<file path="config.mk">
export PLATFORM = sky130hd
export DESIGN_NAME = sixty_four_bit_add_sub_div
export DESIGN_NICKNAME = d
export VERILOG_FILES = /design/src/rtl/sixty_four_bit_add_sub_div.sv
export SDC_FILE = /design/constraint.sdc
export NUM_CORES = 1
export LEC_CHECK = 0
export BUFFER_PORTS_ARGS = -buffer_cell sky130_fd_sc_hd__buf_4
export CORE_MARGIN = 2
export CORE_UTILIZATION = 25
export CTS_CLUSTER_DIAMETER = 120
export DETAILED_ROUTE_END_ITERATION = 10
export GPL_TIMING_DRIVEN = 1
export PLACE_DENSITY_LB_ADDON = 0.12
export SLEW_MARGIN = 20
export SYNTH_ARGS = -nofsm -noshare
export SYNTH_HDL_FRONTEND = slang
export SYNTH_SLANG_ARGS = --single-unit
</file>
<file path="constraint.sdc">
create_clock -name clk -period 6.9 [get_ports clk]
set_input_delay 1.725 -clock clk [delete_from_list [all_inputs] [get_ports clk]]
set_output_delay 1.725 -clock clk [all_outputs]
set_load 0.02 [all_outputs]
</file>
<file path="src/rtl/sixty_four_bit_add_sub_div.sv">
// Registered 64-bit add/sub/pass unit with a 32-bit unsigned restoring divider.
// Optional feature macro REMAINDER_EN adds a remainder[31:0] output port.
module sixty_four_bit_add_sub_div #(
  parameter int DIV_W = 32
) (
  input  logic              clk,
  input  logic              reset,
  input  logic              start,
  input  logic [1:0]        op,
  input  logic [63:0]       a_in,
  input  logic [63:0]       b_in,
  input  logic              c_in,
  output logic [63:0]       result,
  output logic              carry_out,
  output logic              zero,
  output logic              busy,
  output logic              done,
  output logic              div_by_zero,
`ifdef REMAINDER_EN
  output logic [DIV_W-1:0]  remainder,
`endif
  output logic [1:0]        fsm_state
);

  // Handshake: start is a request that is accepted only in a cycle where
  // busy=0; done is a single-cycle valid pulse qualifying result and flags.

  localparam int CNT_W = $clog2(DIV_W);
  localparam logic [CNT_W-1:0] LAST_CNT = CNT_W'(DIV_W - 1);

  localparam logic [1:0] OP_ADD  = 2'b00;
  localparam logic [1:0] OP_SUB  = 2'b01;
  localparam logic [1:0] OP_DIV  = 2'b10;
  localparam logic [1:0] OP_PASS = 2'b11;

  typedef enum logic [1:0] {
    S_IDLE  = 2'd0,
    S_DIV   = 2'd1,
    S_DZERO = 2'd2
  } state_t;

  state_t state, state_nx;

  logic [DIV_W-1:0] rem_q;
  logic [DIV_W-1:0] quot_q;
  logic [DIV_W-1:0] divisor_q;
  logic [CNT_W-1:0] cnt_q;

  logic [64:0]      sum65;
  logic [64:0]      diff65;
  logic [DIV_W:0]   rem_sh;
  logic             rem_ge;
  logic [DIV_W-1:0] rem_nx;
  logic [DIV_W-1:0] quot_nx;
  logic             accept;
  logic             last_iter;

  assign accept    = start && (state == S_IDLE);
  assign last_iter = (state == S_DIV) && (cnt_q == LAST_CNT);
  assign busy      = (state != S_IDLE);
  assign zero      = (result == 64'd0);
  assign fsm_state = state;

  // Arithmetic and one restoring-division step, all combinational.
  always_comb begin
    sum65   = {1'b0, a_in} + {1'b0, b_in} + 65'(c_in);
    diff65  = {1'b0, a_in} + {1'b0, ~b_in} + 65'd1;
    rem_sh  = {rem_q, quot_q[DIV_W-1]};
    rem_ge  = (rem_sh >= {1'b0, divisor_q});
    rem_nx  = rem_ge ? DIV_W'(rem_sh - {1'b0, divisor_q}) : rem_sh[DIV_W-1:0];
    quot_nx = {quot_q[DIV_W-2:0], rem_ge};
  end

  always_ff @(posedge clk or posedge reset) begin
    if (reset) state <= S_IDLE;
    else       state <= state_nx;
  end

  always_comb begin
    state_nx = state;
    case (state)
      S_IDLE: begin
        if (start && (op == OP_DIV)) begin
          state_nx = (b_in[DIV_W-1:0] == '0) ? S_DZERO : S_DIV;
        end
      end
      S_DIV: begin
        if (cnt_q == LAST_CNT) state_nx = S_IDLE;
      end
      S_DZERO: state_nx = S_IDLE;
      default: state_nx = S_IDLE;
    endcase
  end

  always_ff @(posedge clk or posedge reset) begin
    if (reset) begin
      result      <= 64'd0;
      carry_out   <= 1'b0;
      done        <= 1'b0;
      div_by_zero <= 1'b0;
      rem_q       <= '0;
      quot_q      <= '0;
      divisor_q   <= '0;
      cnt_q       <= '0;
    end else begin
      done <= 1'b0;
      case (state)
        S_IDLE: begin
          if (accept) begin
            div_by_zero <= 1'b0;
            case (op)
              OP_ADD: begin
                result    <= sum65[63:0];
                carry_out <= sum65[64];
                done      <= 1'b1;
              end
              OP_SUB: begin
                result    <= diff65[63:0];
                carry_out <= diff65[64];
                done      <= 1'b1;
              end
              OP_PASS: begin
                result    <= a_in;
                carry_out <= 1'b0;
                done      <= 1'b1;
              end
              default: begin
                // Divide: result and carry hold until the divide completes.
                rem_q     <= '0;
                quot_q    <= a_in[DIV_W-1:0];
                divisor_q <= b_in[DIV_W-1:0];
                cnt_q     <= '0;
              end
            endcase
          end
        end
        S_DIV: begin
          rem_q  <= rem_nx;
          quot_q <= quot_nx;
          cnt_q  <= cnt_q + CNT_W'(1);
          if (last_iter) begin
            result    <= 64'(quot_nx);
            carry_out <= 1'b0;
            done      <= 1'b1;
          end
        end
        S_DZERO: begin
          result      <= 64'({DIV_W{1'b1}});
          carry_out   <= 1'b0;
          div_by_zero <= 1'b1;
          done        <= 1'b1;
        end
        default: ;
      endcase
    end
  end

`ifdef REMAINDER_EN
  // quot_q still holds the untouched dividend while in S_DZERO.
  always_ff @(posedge clk or posedge reset) begin
    if (reset) begin
      remainder <= '0;
    end else if (accept && (op != OP_DIV)) begin
      remainder <= '0;
    end else if (last_iter) begin
      remainder <= rem_nx;
    end else if (state == S_DZERO) begin
      remainder <= quot_q;
    end
  end
`endif

endmodule

</file>
Word-level counts from Yosys, hierarchy flattened
Index checks and enable logic that the tools add are counted.
{ "classes": {"bitwise": 2, "n_mux": 28, "addsub": 6, "magnitude_cmp": 1, "eq_ne": 12, "reduce_logical": 17} }
{ "op_table": {"columns": ["cell", "n"], "rows": [
  ["case mux 64 bit (3 select lines)", 2],
  ["2-to-1 mux 32 bit", 5],
  ["adder 64 x 64 -> 65 bit", 2],
  ["2-to-1 mux 64 bit", 2],
  ["case mux 32 bit (2 select lines)", 2],
  ["adder 65 x 1 -> 65 bit", 1],
  ["adder 65 x 1 -> 65 bit (second input constant)", 1],
  ["zero test 64 bit", 1],
  ["NOT 64 bit", 1],
  [">= comparator 33 x 32 -> 1 bit", 1],
  ["zero test 32 bit", 1],
  ["subtractor 32 bit", 1],
  ["2-to-1 mux 5 bit", 2],
  ["case mux 5 bit (2 select lines)", 1],
  ["case mux 1 bit (3 select lines)", 3],
  ["equality test 2 bit (second input constant)", 3],
  ["2-to-1 mux 1 bit", 6],
  ["2-to-1 mux 2 bit", 3],
  ["inequality test 2 bit (second input constant)", 3],
  ["AND reduction 3 bit", 2],
  ["nonzero test 2 bit", 3],
  ["adder 5 x 1 -> 5 bit (second input constant)", 1],
  ["equality test 5 bit (second input constant)", 1],
  ["equality test 2 x 1 -> 1 bit (second input constant)", 2],
  ["other kinds (11)", 16]
]} }
{ "totals": {"out_inout_bits": 71, "register_bits": 170} }

Longest topological paths before layout
Gate-level depths: netlist of the first run.
{ "depth": {"depth_word": 6, "ltp_mapped": 15} }

Worst setup path after synthesis of the first run
No wires, ideal clock.
{ "synth_timing": {"path_type": "in2reg", "start": "input port b_in[7]", "end": "register result[61]", "path_slack_ns": 1.878, "required_time_ns": 6.790, "path_stages": 13, "n_path_buf": 0, "arrival_time_ns": 4.912, "setup_ns": 0.110, "cell_sequence": "inv_1 ha_1 or4_1 or3_1 a2111oi_2 a211oi_2 o211ai_4 a31oi_4 o21ai_4 a41oi_4 o21ai_1 mux2_1 o41ai_1"} }
{ "synth_via": {"elab_chain_cells": 6} }
{ "synth_rtl": {"columns": ["element", "line", "rtl"], "rows": [
  ["start: declaration", "11", "input logic [63:0] b_in,"],
  ["NOT 64 bit", "67", "diff65 = {1'b0, a_in} + {1'b0, ~b_in} + 65'd1;"],
  ["adder 64 x 64 -> 65 bit", "67", null],
  ["adder 65 x 1 -> 65 bit", "67", null],
  ["case mux 64 bit (3 select lines) *", "111", "case (op)"],
  ["2-to-1 mux 64 bit *", "109", "if (accept) begin"],
  ["case mux 64 bit (3 select lines) *", "107", "case (state)"],
  ["end signal: assignment", "113", "result <= sum65[63:0];"],
  ["end signal: assignment", "118", "result <= diff65[63:0];"],
  ["end signal: assignment", "123", "result <= a_in;"],
  ["end: declaration", "13", "output logic [63:0] result,"]
]} }
Every way passes the cells marked *; elsewhere a longest branch is shown, timed or not. The select of a mux whose other input is x is not followed.
A chain may end at the register's enable or synchronous reset.

Final worst setup path of the first run
{ "layout_timing": {"start": "input port a_in[0]", "end": "register result[62]"} }
{ "layout_via": {"elab_chain_cells": 5} }
{ "layout_rtl": {"columns": ["element", "line", "rtl"], "rows": [
  ["start: declaration", "10", "input logic [63:0] a_in,"],
  ["adder 64 x 64 -> 65 bit (on tied branches)", "67, 66", null],
  ["adder 65 x 1 -> 65 bit (on tied branches)", "67, 66", null],
  ["case mux 64 bit (3 select lines) *", "111", null],
  ["2-to-1 mux 64 bit *", "109", null],
  ["case mux 64 bit (3 select lines) *", "107", null]
]} }
Marks and branches as above.

==> results of run 1 <==
==> power breakdown <==
group | switching (µW) | leakage [µW] | total (µW) | internal [µW]
logic | 2660 | 0.00698 | 4250 | 1580
clock network | 550 | 0.000288 | 1070 | 516
registers | 536 | 0.00215 | 1940 | 1410
total | 3750 | 0.00941 | 7260 | 3510
==> worst max-delay path: stages <==
cell	delay (ps)
buf_4	120
inv_1	90
ha_1	160
inv_1	50
fa_1	430
a211oi_1	360
o21ai_0	220
a21oi_1	570
o21ai_1	340
a21o_1	330
a21oi_1	470
o21ai_1	170
a31o_2	280
o221ai_1	260
mux2i_1	120
o41ai_1	410
==> stage by stage <==
step / total power, µW / cell area, µm² / hold slack, ps / cells / worst slack, ps
detailed placement: 6190 / 20600 / 476 / 3472 / 768
finish: 7260 / 21200 / 491 / 3504 / 1180
CTS: 7310 / 21200 / 495 / 3504 / 1280
global placement: 6190 / 20600 / 472 / 3471 / 726
floorplan: 4460 / 18100 / 444 / 2429 / 572
global route: 7800 / 21200 / 512 / 3504 / 885
==> routing by layer <==
| layer | track usage [%] | part of all wire (%) | vias up |
|---|---|---|---|
| met5 | 0 | 0 | - |
| met4 | 9.99 | 4.2 | 0 |
| met3 | 3.03 | 4.2 | 142 |
| met2 | 40.5 | 47 | 607 |
| met1 | 31.0 | 44 | 9421 |
| li1 | - | - | 9061 |
==> kinds of logic (layout without fill, tap and decap cells) <==
kind of cell / after synthesis / after routing
AOI/OAI and AO/OA: 883 / 883
DFF: 170 / 170
xor gates and xnor gates: 98 / 98
and+or+nand+nor: 727 / 727
muxes: 60 / 60
buffers and inverters: 321 / 446
adders and majority gates: 170 / 170
==> worst max-delay path by stage <==
| stage | startpoint | endpoint | slack [ps] |
|---|---|---|---|
| floorplan | reset | carry_out$_DFFE_PP0P_ | 570 |
| global placement | b_in[30] | result[61]$_DFFE_PP0P_ | 730 |
| detailed placement | a_in[0] | result[62]$_DFFE_PP0P_ | 770 |
| CTS | a_in[0] | result[62]$_DFFE_PP0P_ | 1280 |
| global route | b_in[0] | result[62]$_DFFE_PP0P_ | 880 |
| finish | a_in[0] | result[62]$_DFFE_PP0P_ | 1180 |
==> final cells by class <==
| class | instances | area share, % |
|---|---|---|
| inverters | 181 | 3.24 |
| multi-input cells | 1938 | 59.9 |
| well taps | 950 | 5.60 |
| repair buffers | 233 | 8.34 |
| clock buffers | 17 | 2.01 |
| clock inverters | 15 | 0.849 |
| flip-flops and latches | 170 | 20.1 |
==> registers in the layout, indices dropped and copies added, names as in the netlist <==
name,cells
carry_out,1
cnt_q,5
div_by_zero,1
divisor_q,32
done,1
fsm_state,2
quot_q,32
rem_q,32
result,64
==> cells in the mapped netlist (all sizes together), types with 11 or more instances <==
cell type	number
inv	177
a221o	16
o221ai	26
a21oi	269
nand4	37
nor2	181
o21ai	225
xor2	23
buf	16
a31oi	20
xnor2	75
o21bai	33
nor4	67
o22ai	13
nor2b	25
clkbuf	124
mux2i	56
a21o	50
a211oi	20
a2111oi	11
nand3	30
a221oi	25
nand2b	21
o21a	15
o31ai	56
ha	166
nor3	35
dfrtp	170
nand2	284
a22o	11
o211ai	22
==> out/results.ini, run 1 <==
[timing]
slew_headroom_pct = 22.0
hold_viol = 0
drv_slew = 0
skew_ps = 12.5
fin_crit_sh_pct = 82.8
clock.fmax_ghz = 0.175
worst_slew_pin_slew_ps = 1160
post-route-min-period_ps = 5720
tns_ps = 0
rsz0062_at_grt = false
setup_violations = 0

[drt]
routed_wl_mm = 90.2
first_pass_iters = 5
via_count = 19231
drt-wirelength-per-cell_um = 25.7
drc = 0
drt-initial-drc-count = 1569
antenna_left = 0
avgViaCountPerCell = 5.49

[outcome]
status = complete, no violations

[power]
p_leak_uw = 0.00941
power.density_nw_per_um2 = 342
peakVddDrop_mv = 0.195

[yosys]
synth_edf_count = 0
synthAdderAreaFrac_pct = 11.9
synth-simple-area-share_pct = 18.4
ys_ff_latch = 170
synth_ff_type = dfrtp_1
synth_top_area_cell = dfrtp_1
async_flop_share_pct = 100
synth_xor_area_share_pct = 4.75
synth_top_family_by_area = compound AO/OA/AOI/OAI gates
ys_warn_count = 0
synth_top_area_share_pct = 23.5
synth_compound_area_share_pct = 31.3
synthTopCellsByArea = dfrtp_1 (24%), ha_1 (11%), a21oi_1 (7.4%)
ys_types = 78
muxShareOfSynthArea_pct = 3.35
synth_nets = 2733
yosysSeqAreaShare_pct = 23.5
syn_avg_cell_area_um2 = 7.45
synth_area_um2 = 18100
syn_inst = 2429

[critical_path]
reg2reg_slack_ps = 2900
reg2regPathDepth = 11
crit_type = in -> reg
arrival_ps = 6110
crit_path_end_kind = register
r2r-end = result[63]$_DFFE_PP0P_
start_kind = input pin
worstPathMaxFanout = 6
reg2reg_from = fsm_state[1]$_DFFE_PP0P_
crit_required_ps = 7290

[clocking]
postCtsResizedCells = 0
clock-sinks = 170
ctsHoldBuffers = 0
postCtsSetupBuffers = 0
clkTransAtPathRegs_ps = 80
cts_root_buffer = clkbuf_16
clk_path_buf_depth = 2
cts-buffers-inserted = 17
clock_latency_ps = 520
htreeDepth = 4
tritoncts = yes

[hold_path]
whs_endpoint = divisor_q[2]$_DFFE_PP0P_
worstHoldPathType = reg -> reg
holdPathStages = 2
holdCritStartpoint = divisor_q[2]$_DFFE_PP0P_

[floorplan]
ios = 205
die_w_um = 273
core_region_area_um2 = 71600
num_rows = 98
fp.dieArea_um2 = 74500
start_util_pct = 25.3
die_y_um = 273

[global_routing]
grt_pass1_vias = 19770
grt_max_degree = 67
grt_usage_pct = 24.1
antenna_found_initial = 3
grt_pass1_wl_mm = 133
grt_overflow = 0

[placed_design]
dp_hpwl_mm = 70.1
numPortBuffers = 204
place.gp.congestion = 0.983

[finish]
regArea_um2 = 4250
mostFrequentLayoutCell = nand2_1
final.fill_count = 7915
drive_above_1_share_pct = 12.0
area_growth_pct = 17.3
diodes = 0
mostFrequentLayoutCells = nand2_1 (284), a21oi_1 (269), buf_4 (232)
finish.utilization_pct = 29.6
nets = 2845
multi_input_area_um2 = 12700

[flow_run]
max-cap-violations = 0

(Power assumes the default switching activity.)
==> inputs of run 2 (changes only) <==
- clock period: 6.9 -> 5.87 ns (I/O delays scaled with it)
==> run 2 against run 1 <==
Against the previous run:
- cell area is 1.1% higher
- wire length decreased by 3.6%
- sequential share of layout area down 0.22 points
- non-clock buffer count rose by 31
- via count is 0.11% lower
- global-route usage shrank 1.1 points
- critical path type unchanged
- largest cell class unchanged
==> out/results.ini, run 2 (synthesis results as in run 1) <==
[clocking]
clock-sinks = 170  ; unchanged
clk_path_buf_depth = 2  ; unchanged
cts-buffers-inserted = 17  ; unchanged
clock_latency_ps = 500  ; -20 ps
cts_root_buffer = clkbuf_16
ctsHoldBuffers = 0  ; unchanged
tritoncts = yes
postCtsSetupBuffers = 0  ; unchanged
htreeDepth = 4  ; unchanged
clkTransAtPathRegs_ps = 80  ; about the same
postCtsResizedCells = 0  ; unchanged

[timing]
setup_slack_ps = 647  ; -538 ps
fin_crit_sh_pct = 89.0
finalHoldWorstSlack_ps = 490  ; -1.18 ps
skew_ps = 13.9  ; +1.47 ps
setup_violations = 0  ; unchanged
drv_slew = 0  ; unchanged
rsz0062_at_grt = false
hold_viol = 0  ; unchanged
slew_headroom_pct = 25.4  ; +3.4 points
worst_slew_pin_slew_ps = 1110  ; -51.5 ps
post-route-min-period_ps = 5220
clock.fmax_ghz = 0.191
tns_ps = 0  ; unchanged

[power]
p_switching_uw = 4330  ; +16%
p_leak_uw = 0.00957  ; +1.7%
p_int_uw = 4150  ; +18%
netSwitchingFraction_pct = 51.1  ; -0.58 points
p_comb_share_pct = 58.3  ; -0.2 points
power.density_nw_per_um2 = 396  ; +16%
clockPowerShare_pct = 14.8  ; about the same
seqPwrFrac_pct = 27.0  ; +0.2 points
peakVddDrop_mv = 0.198  ; +1.7%

[critical_path]
start_kind = input pin
crit_type = in -> reg
arrival_ps = 5610  ; -500 ps
worstPathMaxFanout = 5  ; -1
reg2reg_slack_ps = 2040  ; -860 ps
crit_required_ps = 6260  ; -1030 ps
crit_path_end_kind = register

[drt]
drc = 0  ; unchanged
via_count = 19209  ; -0.11%
drt-wirelength-per-cell_um = 24.6  ; -4.4%
antenna_left = 0  ; unchanged
routed_wl_mm = 87.0  ; -3.6%
avgViaCountPerCell = 5.43  ; -0.99%
drt-initial-drc-count = 1524  ; -2.9%
first_pass_iters = 5  ; unchanged

[placed_design]
place.gp.congestion = 0.929  ; -5.5%
numPortBuffers = 204  ; unchanged
dp_hpwl_mm = 67.8  ; -3.3%
placed_area_um2 = 20800  ; +1.1%
dpl_worst_slack_ps = -47.5  ; -816 ps

[floorplan]
die_w_um = 273  ; unchanged
start_util_pct = 25.3  ; unchanged
core_region_area_um2 = 71600  ; unchanged
num_rows = 98  ; unchanged
fp.dieArea_um2 = 74500  ; unchanged
die_y_um = 273  ; unchanged
ios = 205  ; unchanged

[global_routing]
grt_pass1_vias = 19389  ; -1.9%
grt_max_degree = 130  ; +94%
grt_overflow = 0  ; unchanged
grt_usage_pct = 23.0  ; -1.1 points
antenna_found_initial = 3  ; unchanged
grt_pass1_wl_mm = 128  ; -3.8%

[finish]
finish.instance_area_um2 = 21400  ; +1.1%
final.fill_count = 7891  ; -0.30%
drive_above_1_share_pct = 13.0  ; +1.1 points
mostFrequentLayoutCell = nand2_1
mostFrequentLayoutCells = nand2_1 (284), a21oi_1 (269), buf_4 (262)
largest-register = result
diodes = 0  ; unchanged
area_growth_pct = 18.6
largest_register_ffs = 64  ; unchanged
nets = 2876  ; +1.1%

[hold_path]
worstHoldPathType = reg -> reg

[flow_run]
max-cap-violations = 0  ; unchanged

[outcome]
status = complete, no violations

==> run 2: final cells by class <==
class	instances	area [µm²]	area share [%]
Timing Repair Buffer	264	2010	9.36
Sequential cell	170	4250	19.8
Clock inverter	15	179	0.834
Multi-Input combinational cell	1938	12700	59.3
Tap cell	950	1190	5.54
Clock buffer	17	425	1.98
Inverter	181	683	3.19
==> run 2: critical path, stage by stage <==
cell and delay, ps:
buf_4 120, fa_1 220, inv_1 70, fa_1 410
o21bai_1 270, o2111ai_1 190, a21oi_1 300, o2111ai_1 240
a2111oi_0 800, buf_4 240, nor2_1 70, o21bai_1 320
a221oi_1 190, a21oi_1 280, nor3b_1 90, o41ai_1 340
==> run 2: power groups by stage <==
stage / registers [µW] / clock network (µW) / logic, µW
after floorplan: 2230 / 0 / 3010
after global placement: 2300 / 0 / 4920
after detailed placement: 2300 / 0 / 4940
after CTS: 2290 / 1300 / 4970
after global routing: 2340 / 1340 / 5440
final: 2290 / 1250 / 4940
==> run 2: worst paths after layout <==
check,end,depth (start not counted),start
setup / recovery,result[62]$_DFFE_PP0P_,16,b_in[0]
hold / removal,divisor_q[6]$_DFFE_PP0P_,2,divisor_q[6]$_DFFE_PP0P_
setup reg to reg,rem_q[8]$_DFFE_PP0P_,12,rem_q[14]$_DFFE_PP0P_
hold reg to reg,divisor_q[6]$_DFFE_PP0P_,2,divisor_q[6]$_DFFE_PP0P_
max in group asynchronous,result[36]$_DFFE_PP0P_,3,reset
min in group asynchronous,result[2]$_DFFE_PP0P_,3,reset
==> run 2: metrics by stage <==
stage                     cells  utilization, %  power, µW
final                      3535            29.9       8480
after global routing       3535            29.9       9120
after CTS                  3535            29.9       8550
after detailed placement   3503            29.1       7240
after global placement     3503            29.1       7230
after floorplan            2429               -       5240
==> run 2: metal layers <==
layer | vias up | routed length, µm | track usage (%)
met1 | 9324 | 38200 | 29.6
met2 | 654 | 40700 | 38.2
met5 | - | 0 | 0
met3 | 119 | 4820 | 4.07
li1 | 9112 | - | -
met4 | 0 | 3210 | 8.79
==> inputs of run 3 (changes only) <==
- RECOVER_POWER: unset -> 50
==> run 3 against run 2 <==
Against the previous run:
- the flow now finishes with violations (max-capacitance violations, max-slew violations)
- total power decreased by 1.0%
- sequential cell count unchanged
- critical path type unchanged
- largest power group unchanged
- sequential share of layout area increased by 0.14 points
- maximum frequency about the same
- global-route usage unchanged
- critical endpoint unchanged
- register-to-register slack about the same
- clock power about the same
- cell area decreased by 0.68%
- critical path depth unchanged
==> out/results.ini, run 3 (synthesis results as in run 1) <==
[clocking]
postCtsSetupBuffers = 0  ; unchanged
cts_root_buffer = clkbuf_16
clock_latency_ps = 500  ; about the same
clk_path_buf_depth = 2  ; unchanged
clock-sinks = 170  ; unchanged
htreeDepth = 4  ; unchanged
cts-buffers-inserted = 17  ; unchanged
postCtsResizedCells = 0  ; unchanged
ctsHoldBuffers = 0  ; unchanged
tritoncts = yes
clkTransAtPathRegs_ps = 80  ; about the same

[placed_design]
dp_hpwl_mm = 67.8  ; unchanged
place.gp.congestion = 0.929  ; unchanged
dpl_worst_slack_ps = -47.5  ; unchanged
dp_cells = 3503  ; unchanged
numPortBuffers = 204  ; unchanged

[timing]
worst_slew_pin_slew_ps = 3640  ; +2530 ps
fin_crit_sh_pct = 89.0  ; about the same
hold_viol = 0  ; unchanged
rsz0062_at_grt = false
slew_headroom_pct = -143  ; -170 points
drv_slew = 172  ; +172
setup_violations = 0  ; unchanged
post-route-min-period_ps = 5220  ; -0.302 ps
skew_ps = 14.3  ; +0.309 ps
finalHoldWorstSlack_ps = 490  ; -0.261 ps
clock.fmax_ghz = 0.191  ; about the same
setup_slack_ps = 647  ; +0.302 ps

[finish]
drive_above_1_share_pct = 11.7  ; -1.3 points
area_growth_pct = 17.8
mostFrequentLayoutCells = nand2_1 (284), a21oi_1 (269), buf_4 (227)
largest_register_ffs = 64  ; unchanged
largest-register = result
diodes = 0  ; unchanged
finish.utilization_pct = 29.7  ; -0.20 points
stdcell_count = 3535  ; unchanged
final.fill_count = 7924  ; +0.42%
nets = 2876  ; unchanged
mostFrequentLayoutCell = nand2_1

[global_routing]
grt_usage_pct = 23.0  ; unchanged
grt_pass1_vias = 19389  ; unchanged
grt_pass1_wl_mm = 128  ; unchanged
grt_overflow = 0  ; unchanged
antenna_found_initial = 3  ; unchanged
grt_max_degree = 130  ; unchanged

[critical_path]
reg2reg_from = rem_q[14]$_DFFE_PP0P_
crit_type = in -> reg
startpoint = b_in[0]
crit_required_ps = 6260  ; about the same
worstPathMaxFanout = 5  ; unchanged
start_kind = input pin
crit_path_end_kind = register
arrival_ps = 5620  ; about the same

[floorplan]
die_y_um = 273  ; unchanged
ios = 205  ; unchanged
num_rows = 98  ; unchanged
start_util_pct = 25.3  ; unchanged
die_w_um = 273  ; unchanged
fp.dieArea_um2 = 74500  ; unchanged
core_region_area_um2 = 71600  ; unchanged

[drt]
via_count = 19188  ; -0.11%
antenna_left = 0  ; unchanged
drt-initial-drc-count = 1489  ; -2.3%
first_pass_iters = 5  ; unchanged
drt-wirelength-per-cell_um = 24.6  ; about the same
routed_wl_mm = 87.0  ; about the same
avgViaCountPerCell = 5.43  ; -0.11%
drc = 0  ; unchanged

[hold_path]
holdCritStartpoint = divisor_q[6]$_DFFE_PP0P_
worstHoldPathType = reg -> reg

[power]
power.density_nw_per_um2 = 394  ; -0.33%
peakVddDrop_mv = 0.199  ; +0.34%
p_leak_uw = 0.00944  ; -1.4%

[outcome]
status = finished with violations
violations = max-capacitance violations, max-slew violations

[flow_run]
max-cap-violations = 2  ; +2

-- run 3: stage by stage --
step | power, µW | area, µm² | TNS, ps
floorplan | 5240 | 18100 | 0
global placement | 7230 | 20800 | 0
detailed placement | 7240 | 20800 | -47.5
CTS | 8550 | 21400 | 0
global route | 9040 | 21300 | 0
finish | 8400 | 21300 | 0
-- run 3: cell type report --
cell class	instances	area [µm²]	share of cell area (%)
Sequential cell	170	4250	20.0
Timing Repair Buffer	264	1860	8.75
Clock inverter	15	179	0.840
Multi-Input combinational cell	1938	12700	59.7
Inverter	181	681	3.20
Tap cell	950	1190	5.58
Clock buffer	17	425	2.00
-- run 3: worst paths after layout --
| check | to | slack (ps) | cells past startpoint |
|---|---|---|---|
| max reg2reg | rem_q[8]$_DFFE_PP0P_ | 2050 | 12 |
| min reg2reg | divisor_q[6]$_DFFE_PP0P_ | 490 | 2 |
| min in group asynchronous | result[2]$_DFFE_PP0P_ | 2000 | 3 |
| max | result[62]$_DFFE_PP0P_ | 650 | 16 |
| max in group asynchronous | result[36]$_DFFE_PP0P_ | 1350 | 3 |
| min | divisor_q[6]$_DFFE_PP0P_ | 490 | 2 |
-- run 3: critical path, cell delays in order --
cell,delay [ps]
buf_4,120
fa_1,220
inv_1,70
fa_1,410
o21bai_1,280
o2111ai_1,190
a21oi_1,300
o2111ai_1,240
a2111oi_0,800
buf_4,240
nor2_1,70
o21bai_1,320
a221oi_1,190
a21oi_1,280
nor3b_1,90
o41ai_1,340
-- run 3: routing by layer --
metal	up-vias	global-route usage [%]	share of wire [%]
li1	9121	-	-
met1	9292	29.6	44
met3	118	4.07	5.6
met5	-	0	0
met4	0	8.79	3.7
met2	657	38.2	47
-- run 3: report_power, final --
part           internal (µW)  leakage (µW)  switching [µW]
clock network            610      0.000297             645
logic                   1800       0.00699            3060
registers               1650       0.00215             626
total                   4070       0.00944            4330
